[src/rtl/accel_pkg.sv]
// rtl/accel_pkg.sv - shared accelerator widths, output-stage FSM encodings and byte-swap helper
package accel_pkg;

  localparam int DATA_W = 128;

  typedef enum logic [3:0] {
    OB_IDLE   = 4'b0001,
    OB_STREAM = 4'b0010,
    OB_DRAIN  = 4'b0100,
    OB_DONE   = 4'b1000
  } ob_state_t;

  // Byte 0 <-> byte 15 reversal for the host little-endian layout
  function automatic logic [DATA_W-1:0] byte_swap128(input logic [DATA_W-1:0] d);
    logic [DATA_W-1:0] r;
    for (int i = 0; i < DATA_W / 8; i++) begin
      r[8*i +: 8] = d[DATA_W - 8 - 8*i +: 8];
    end
    return r;
  endfunction

endpackage

[src/rtl/accel_out_fifo.sv]
// rtl/accel_out_fifo.sv - generic first-word-fall-through FIFO with occupancy output
module accel_out_fifo #(
  parameter int DEPTH = 16,
  parameter int WIDTH = 129,
  localparam int AW = $clog2(DEPTH)
) (
  input  logic             clk,
  input  logic             reset,
  input  logic             wr_en,
  input  logic [WIDTH-1:0] wr_data,
  input  logic             rd_en,
  output logic [WIDTH-1:0] rd_data,
  output logic [AW:0]      count
);

  logic [WIDTH-1:0] mem [DEPTH];
  logic [AW-1:0]    wr_ptr;
  logic [AW-1:0]    rd_ptr;

  // Storage array; contents need no reset because count gates visibility
  always_ff @(posedge clk) begin
    if (wr_en) mem[wr_ptr] <= wr_data;
  end

  // Pointers wrap naturally at DEPTH (power of two); count tracks occupancy
  always_ff @(posedge clk) begin
    if (!reset) begin
      wr_ptr <= '0;
      rd_ptr <= '0;
      count  <= '0;
    end else begin
      if (wr_en) wr_ptr <= wr_ptr + AW'(1);
      if (rd_en) rd_ptr <= rd_ptr + AW'(1);
      case ({wr_en, rd_en})
        2'b10:   count <= count + (AW+1)'(1);
        2'b01:   count <= count - (AW+1)'(1);
        default: count <= count;
      endcase
    end
  end

  assign rd_data = mem[rd_ptr];

endmodule

[src/rtl/accel_out_buffer.sv]
// rtl/accel_out_buffer.sv - accelerator result buffer with early backpressure and frame tracking (option: OUT_BYTE_SWAP_EN)
module accel_out_buffer
  import accel_pkg::*;
#(
  parameter int DEPTH = 16,
  parameter int SLACK = 4
) (
  input  logic              clk,
  input  logic              reset,
  input  logic              valid_in,
  input  logic              last_in,
  input  logic [DATA_W-1:0] data_in,
  output logic              full_out,
  output logic [DATA_W-1:0] m_data,
  output logic              m_valid,
  output logic              m_last,
  input  logic              m_ready,
  output logic [31:0]       word_count,
  output logic              frame_done,
  output logic              overflow
);

  localparam int AW = $clog2(DEPTH);
  localparam logic [AW:0] DEPTH_C = (AW+1)'(DEPTH);
  localparam logic [AW:0] FULL_TH = (AW+1)'(DEPTH - SLACK);

  ob_state_t         state;
  ob_state_t         state_next;
  logic [AW:0]       occ;
  logic [AW:0]       occ_next;
  logic [AW:0]       last_cnt;
  logic [DATA_W:0]   head;
  logic [DATA_W-1:0] head_data;
  logic              head_last;
  logic              pop;
  logic              pop_last;
  logic              wr_acc;
  logic              drop;
  logic              new_frame;

  accel_out_fifo #(
    .DEPTH (DEPTH),
    .WIDTH (DATA_W + 1)
  ) u_fifo (
    .clk     (clk),
    .reset   (reset),
    .wr_en   (wr_acc),
    .wr_data ({last_in, data_in}),
    .rd_en   (pop),
    .rd_data (head),
    .count   (occ)
  );

  assign head_data = head[DATA_W-1:0];
  assign head_last = head[DATA_W];
  assign m_valid   = (occ != '0);
  assign m_last    = m_valid & head_last;
  assign pop       = m_valid & m_ready;
  assign pop_last  = pop & head_last;
  // A pop in the same cycle frees the slot, so a full FIFO still accepts
  assign wr_acc    = valid_in & ((occ != DEPTH_C) | pop);
  assign drop      = valid_in & ~wr_acc;

`ifdef OUT_BYTE_SWAP_EN
  assign m_data = byte_swap128(head_data);
`else
  assign m_data = head_data;
`endif

  // Occupancy after this edge, used for the registered early-full flag
  always_comb begin
    occ_next = occ;
    if (wr_acc && !pop)      occ_next = occ + (AW+1)'(1);
    else if (!wr_acc && pop) occ_next = occ - (AW+1)'(1);
  end

  // Frame bookkeeping: count of last-marked entries held, word counter, overflow, full
  always_ff @(posedge clk) begin
    if (!reset) begin
      last_cnt   <= '0;
      new_frame  <= 1'b1;
      word_count <= '0;
      overflow   <= 1'b0;
      full_out   <= 1'b0;
    end else begin
      case ({wr_acc & last_in, pop_last})
        2'b10:   last_cnt <= last_cnt + (AW+1)'(1);
        2'b01:   last_cnt <= last_cnt - (AW+1)'(1);
        default: last_cnt <= last_cnt;
      endcase
      // The word after a last-marked write opens a new frame wherever the FSM is
      if (wr_acc) begin
        new_frame  <= last_in;
        word_count <= new_frame ? 32'd1 : word_count + 32'd1;
      end
      if (drop) overflow <= 1'b1;
      full_out <= (occ_next >= FULL_TH);
    end
  end

  // FSM state register
  always_ff @(posedge clk) begin
    if (!reset) state <= OB_IDLE;
    else        state <= state_next;
  end

  // FSM next state; a last-marked pop always ends a frame so no pulse is lost
  always_comb begin
    state_next = state;
    case (state)
      OB_IDLE: begin
        if (wr_acc) state_next = last_in ? OB_DRAIN : OB_STREAM;
      end
      OB_STREAM: begin
        if (pop_last)                                  state_next = OB_DONE;
        else if ((wr_acc && last_in) || last_cnt != '0) state_next = OB_DRAIN;
      end
      OB_DRAIN: begin
        if (pop_last) state_next = OB_DONE;
      end
      OB_DONE: begin
        if (pop_last)              state_next = OB_DONE;
        else if (occ_next != '0)   state_next = OB_STREAM;
        else                       state_next = OB_IDLE;
      end
      default: state_next = OB_IDLE;
    endcase
  end

  // FSM outputs
  always_comb begin
    frame_done = 1'b0;
    if (state == OB_DONE) frame_done = 1'b1;
  end

endmodule

[config.mk]
export PLATFORM = sky130hd
export DESIGN_NAME = accel_out_buffer
export DESIGN_NICKNAME = d
export VERILOG_FILES = /design/src/rtl/accel_pkg.sv /design/src/rtl/accel_out_fifo.sv /design/src/rtl/accel_out_buffer.sv
export SDC_FILE = /design/constraint.sdc
export NUM_CORES = 2
export LEC_CHECK = 0
export CAP_MARGIN = 10
export CORE_AREA = 2 2 521 523
export CTS_CLUSTER_DIAMETER = 100
export CTS_CLUSTER_SIZE = 28
export DETAILED_ROUTE_END_ITERATION = 10
export DIE_AREA = 0 0 523 525
export GPL_TIMING_DRIVEN = 0
export PLACE_DENSITY = 0.54
export SYNTH_ARGS = -nofsm -noshare
export SYNTH_HDL_FRONTEND = slang
export SYNTH_HIERARCHICAL = 1
export SYNTH_SLANG_ARGS = --single-unit
export TNS_END_PERCENT = 20
[constraint.sdc]
create_clock -name clk -period 5.5 [get_ports clk]
set_clock_uncertainty 0.05 [all_clocks]
set_input_delay 1.1 -clock clk [delete_from_list [all_inputs] [get_ports clk]]
set_output_delay 1.1 -clock clk [all_outputs]
set_load 0.005 [all_outputs]
==> key figures <==
Timing
  • Max-slew violations: 0
  • Slew @ Worst Pin: ~1200 ps
  • Max Fclk: about 0.19 GHz
  • Setup_tns: 0 ps
  • Worst rel slew slack: between 20 and 25%
  • Unrepaired setup endpoints after global routing: no
  • Number of setup violations in the final report: 0
  • Min cycle time layout: around 5300 ps
  • Worst Slack Setup Final: 168 ps
  • Fin crit share: 96.9%
  • Hold slack final: 466 ps
  • Fin. Hold Viols: 0

Global route
  • GR Util met1: between 20% and 30%
  • GR peak layer: met2
  • Gr usage total: 15.3%
  • Vias in the first global route: 38466
  • Largest net degree at the start of global routing: 45
  • GR Util met3: 2.90%
  • Met2 GRT Util: 25.5%
  • Total gr overflow: 0
  • Initial antenna violation count: 57
  • First-pass GRT wire length: between 200000 and 300000 um

Floorplan
  • Starting Density: 29.8%
  • Die area: 0.275 mm^2
  • Rows: 191
  • Io pins: between 200 and 300
  • Placeable Area: 0.269 mm^2
  • Die Ht: around 530 um
  • Chip width: 523 um

Job
  • Max Cap Viol: 0

Placed design
  • DP Wirelength: 130000 um
  • GPL Wtd Cong: 0.722
  • Placed Cells: between 7000 and 8000
  • DP Area: about 0.089 mm^2
  • PortBufs: 297
  • Place WS: 167 ps

Synthesis
  • Post-synth ARST share: 0%
  • Cell taking the most area after synthesis: edfxtp_1
  • Synth cell count leaders: edfxtp_1 (2064), mux4_2 (516), a22oi_1 (140)
  • Top post-synthesis cells by area: edfxtp_1 (77%), mux4_2 (14%), dfxtp_1 (1.5%)
  • Seq/Total Area, Yosys: 78.8%
  • Register bit count reported by yosys: ~2100
  • Top_reg_cell synth: edfxtp_1
  • Cells after synthesis: 3563
  • Synth warn: 6
  • Syn Nets: 3713
  • Syn Area/Cell: 22.5 um^2
  • Post-synth EDFFs: approximately 2100
  • Top cell type's share of synthesized area: 77.2%
  • Most common cell in the netlist: edfxtp_1
  • Synth cell types: 61
  • Post-Syn Area: 0.0802 mm^2

Detailed routing
  • Initial DRC Count: between 4000 and 5000
  • Vias: 38311
  • Final ANT Viol Nets: 0
  • Vias per cell: about 5.0
  • TritonRoute pass-1 iters: 5
  • Wirelength, routed: roughly 220000 um
  • WL/cell: 28.3 um
  • Drt drc: 0

Worst setup path
  • Worst Path Required: about 4400 ps
  • Max FO, Critical Path: 10
  • Critical Setup Path Class: reg2out
  • Crit start category: register
  • CP arrival: between 4000 and 5000 ps
  • CP endpoint kind: output pin

CTS
  • Clk sinks: 2125
  • Num CTS Buffers: 86
  • Clock Latency Late Sink: between 700 and 800 ps
  • Postcts setup bufs: 0
  • CTS root buf: clkbuf_16
  • CTS max path bufs: 3
  • CTS tree: built
  • Clock slew at reported path FFs: 120 ps
  • H-Tree Depth: 3

Final layout
  • Cell area after layout: 0.0916 mm^2
  • Layout overhead on the synthesized area: 14.1%
  • Share of layout cells above drive strength 1: 19.8%
  • Nets: about 4100
  • Post-Layout Cell Count: 7609

Power
  • PwrDens: about 370 mW/mm^2
  • VDD IR max: 0.000237 V
  • Leak Pwr: 27.0 nW

Run status
  • Outcome: complete, no violations

Worst hold path
  • Worst min path class: reg2reg
[metrics by stage]
stage	power (mW)	util (%)
after CTS	34.0	34.0
after global placement	26.3	32.6
after global routing	34.9	34.0
final	33.5	34.0
after detailed placement	26.3	33.1
after floorplan	23.0	-
[layout make-up]
class	instances	area (um^2)
plain buffers	192	973
inverters	21	78.8
fillers	25004	178000
flip-flops and latches	2125	63200
well taps	3570	4470
clock inverters	10	134
clock buffers	110	2280
diodes	8	20.0
repair buffers	349	4340
multi-input cells	1224	16100
[what timing repair did]
action	CTS	global route
resized for setup	15	14
hold buffers	0	0
setup endpoints to repair	34	14
[cells by family after synthesis]
group | count (synthesis) | share of synthesized area (%)
xor+xnor | 39 | 0.426
flops | 2125 | 78.8
compound gates | 320 | 2.73
fa+ha+maj | 17 | 0.274
mux | 522 | 14.6
simple gates | 326 | 1.97
buf+inv | 214 | 1.28
[state kept, by name, indices dropped and copies added, names as in the netlist, named ones only]
register / flops
full_out: 1
last_cnt: 5
new_frame: 1
overflow: 1
state: 4
u_fifo/count: 5
u_fifo/mem: 2064
u_fifo/rd_ptr: 4
u_fifo/wr_ptr: 4
word_count: 32
[path summary, 6_finish.rpt]
check,endpoint,slack (ps),startpoint,cells after the start
max,m_data[3],170,register,7
min,word_count[1],470,word_count[1],2
max reg2reg,last_cnt[4],820,register,17
min reg2reg,word_count[1],470,word_count[1],2
[metal layers]
metal  part of all wire (%)  vias to the layer above
met1                     43                    21108
met5                  0.089                        -
li1                       -                    15828
met3                    5.8                      240
met2                     49                     1103
met4                    1.8                       32
[worst max-delay path: stages (launching register included)]
cell,delay [ps]
dfxtp_1,380
clkbuf_1,460
or2_2,200
buf_1,580
clkbuf_2,530
o22ai_1,150
nor2_1,510
clkdlybuf4s50_1,620
[cell usage in the layout, fill, tap and decap left out, drive strengths merged, types with 2 or more instances in the layout]
cell type | synthesis | routed
edfxtp | 2064 | 2064
mux4 | 516 | 516
clkdlybuf4s50 | 0 | 297
clkbuf | 86 | 196
buf | 107 | 157
a22oi | 140 | 140
o22ai | 118 | 118
nand2 | 99 | 99
nor2 | 99 | 99
dfxtp | 61 | 61
and2 | 34 | 34
inv | 21 | 25
xnor2 | 22 | 22
o21ai | 21 | 21
xor2 | 17 | 17
a21oi | 17 | 17
ha | 16 | 16
nand3 | 13 | 13
nor2b | 12 | 12
nand4 | 11 | 11
diode | 0 | 8
nand2b | 8 | 8
and3 | 8 | 8
or3 | 8 | 8
nor3 | 7 | 7
nor4 | 7 | 7
mux2i | 6 | 6
and4 | 4 | 4
a31oi | 4 | 4
o211ai | 4 | 4
nor3b | 4 | 4
a21boi | 4 | 4
clkinv | 0 | 4
nand3b | 3 | 3
nand4b | 2 | 2
a311oi | 2 | 2
bufinv | 0 | 2
or2 | 2 | 2
a31o | 2 | 2
[power breakdown]
| group | total, mW | switching (mW) | internal [mW] |
|---|---|---|---|
| sequential | 18.2 | 0.113 | 18.1 |
| combinational | 7.50 | 3.90 | 3.59 |
| clock | 7.84 | 4.77 | 3.07 |
Note: power is estimated with default switching activity, not from simulation.
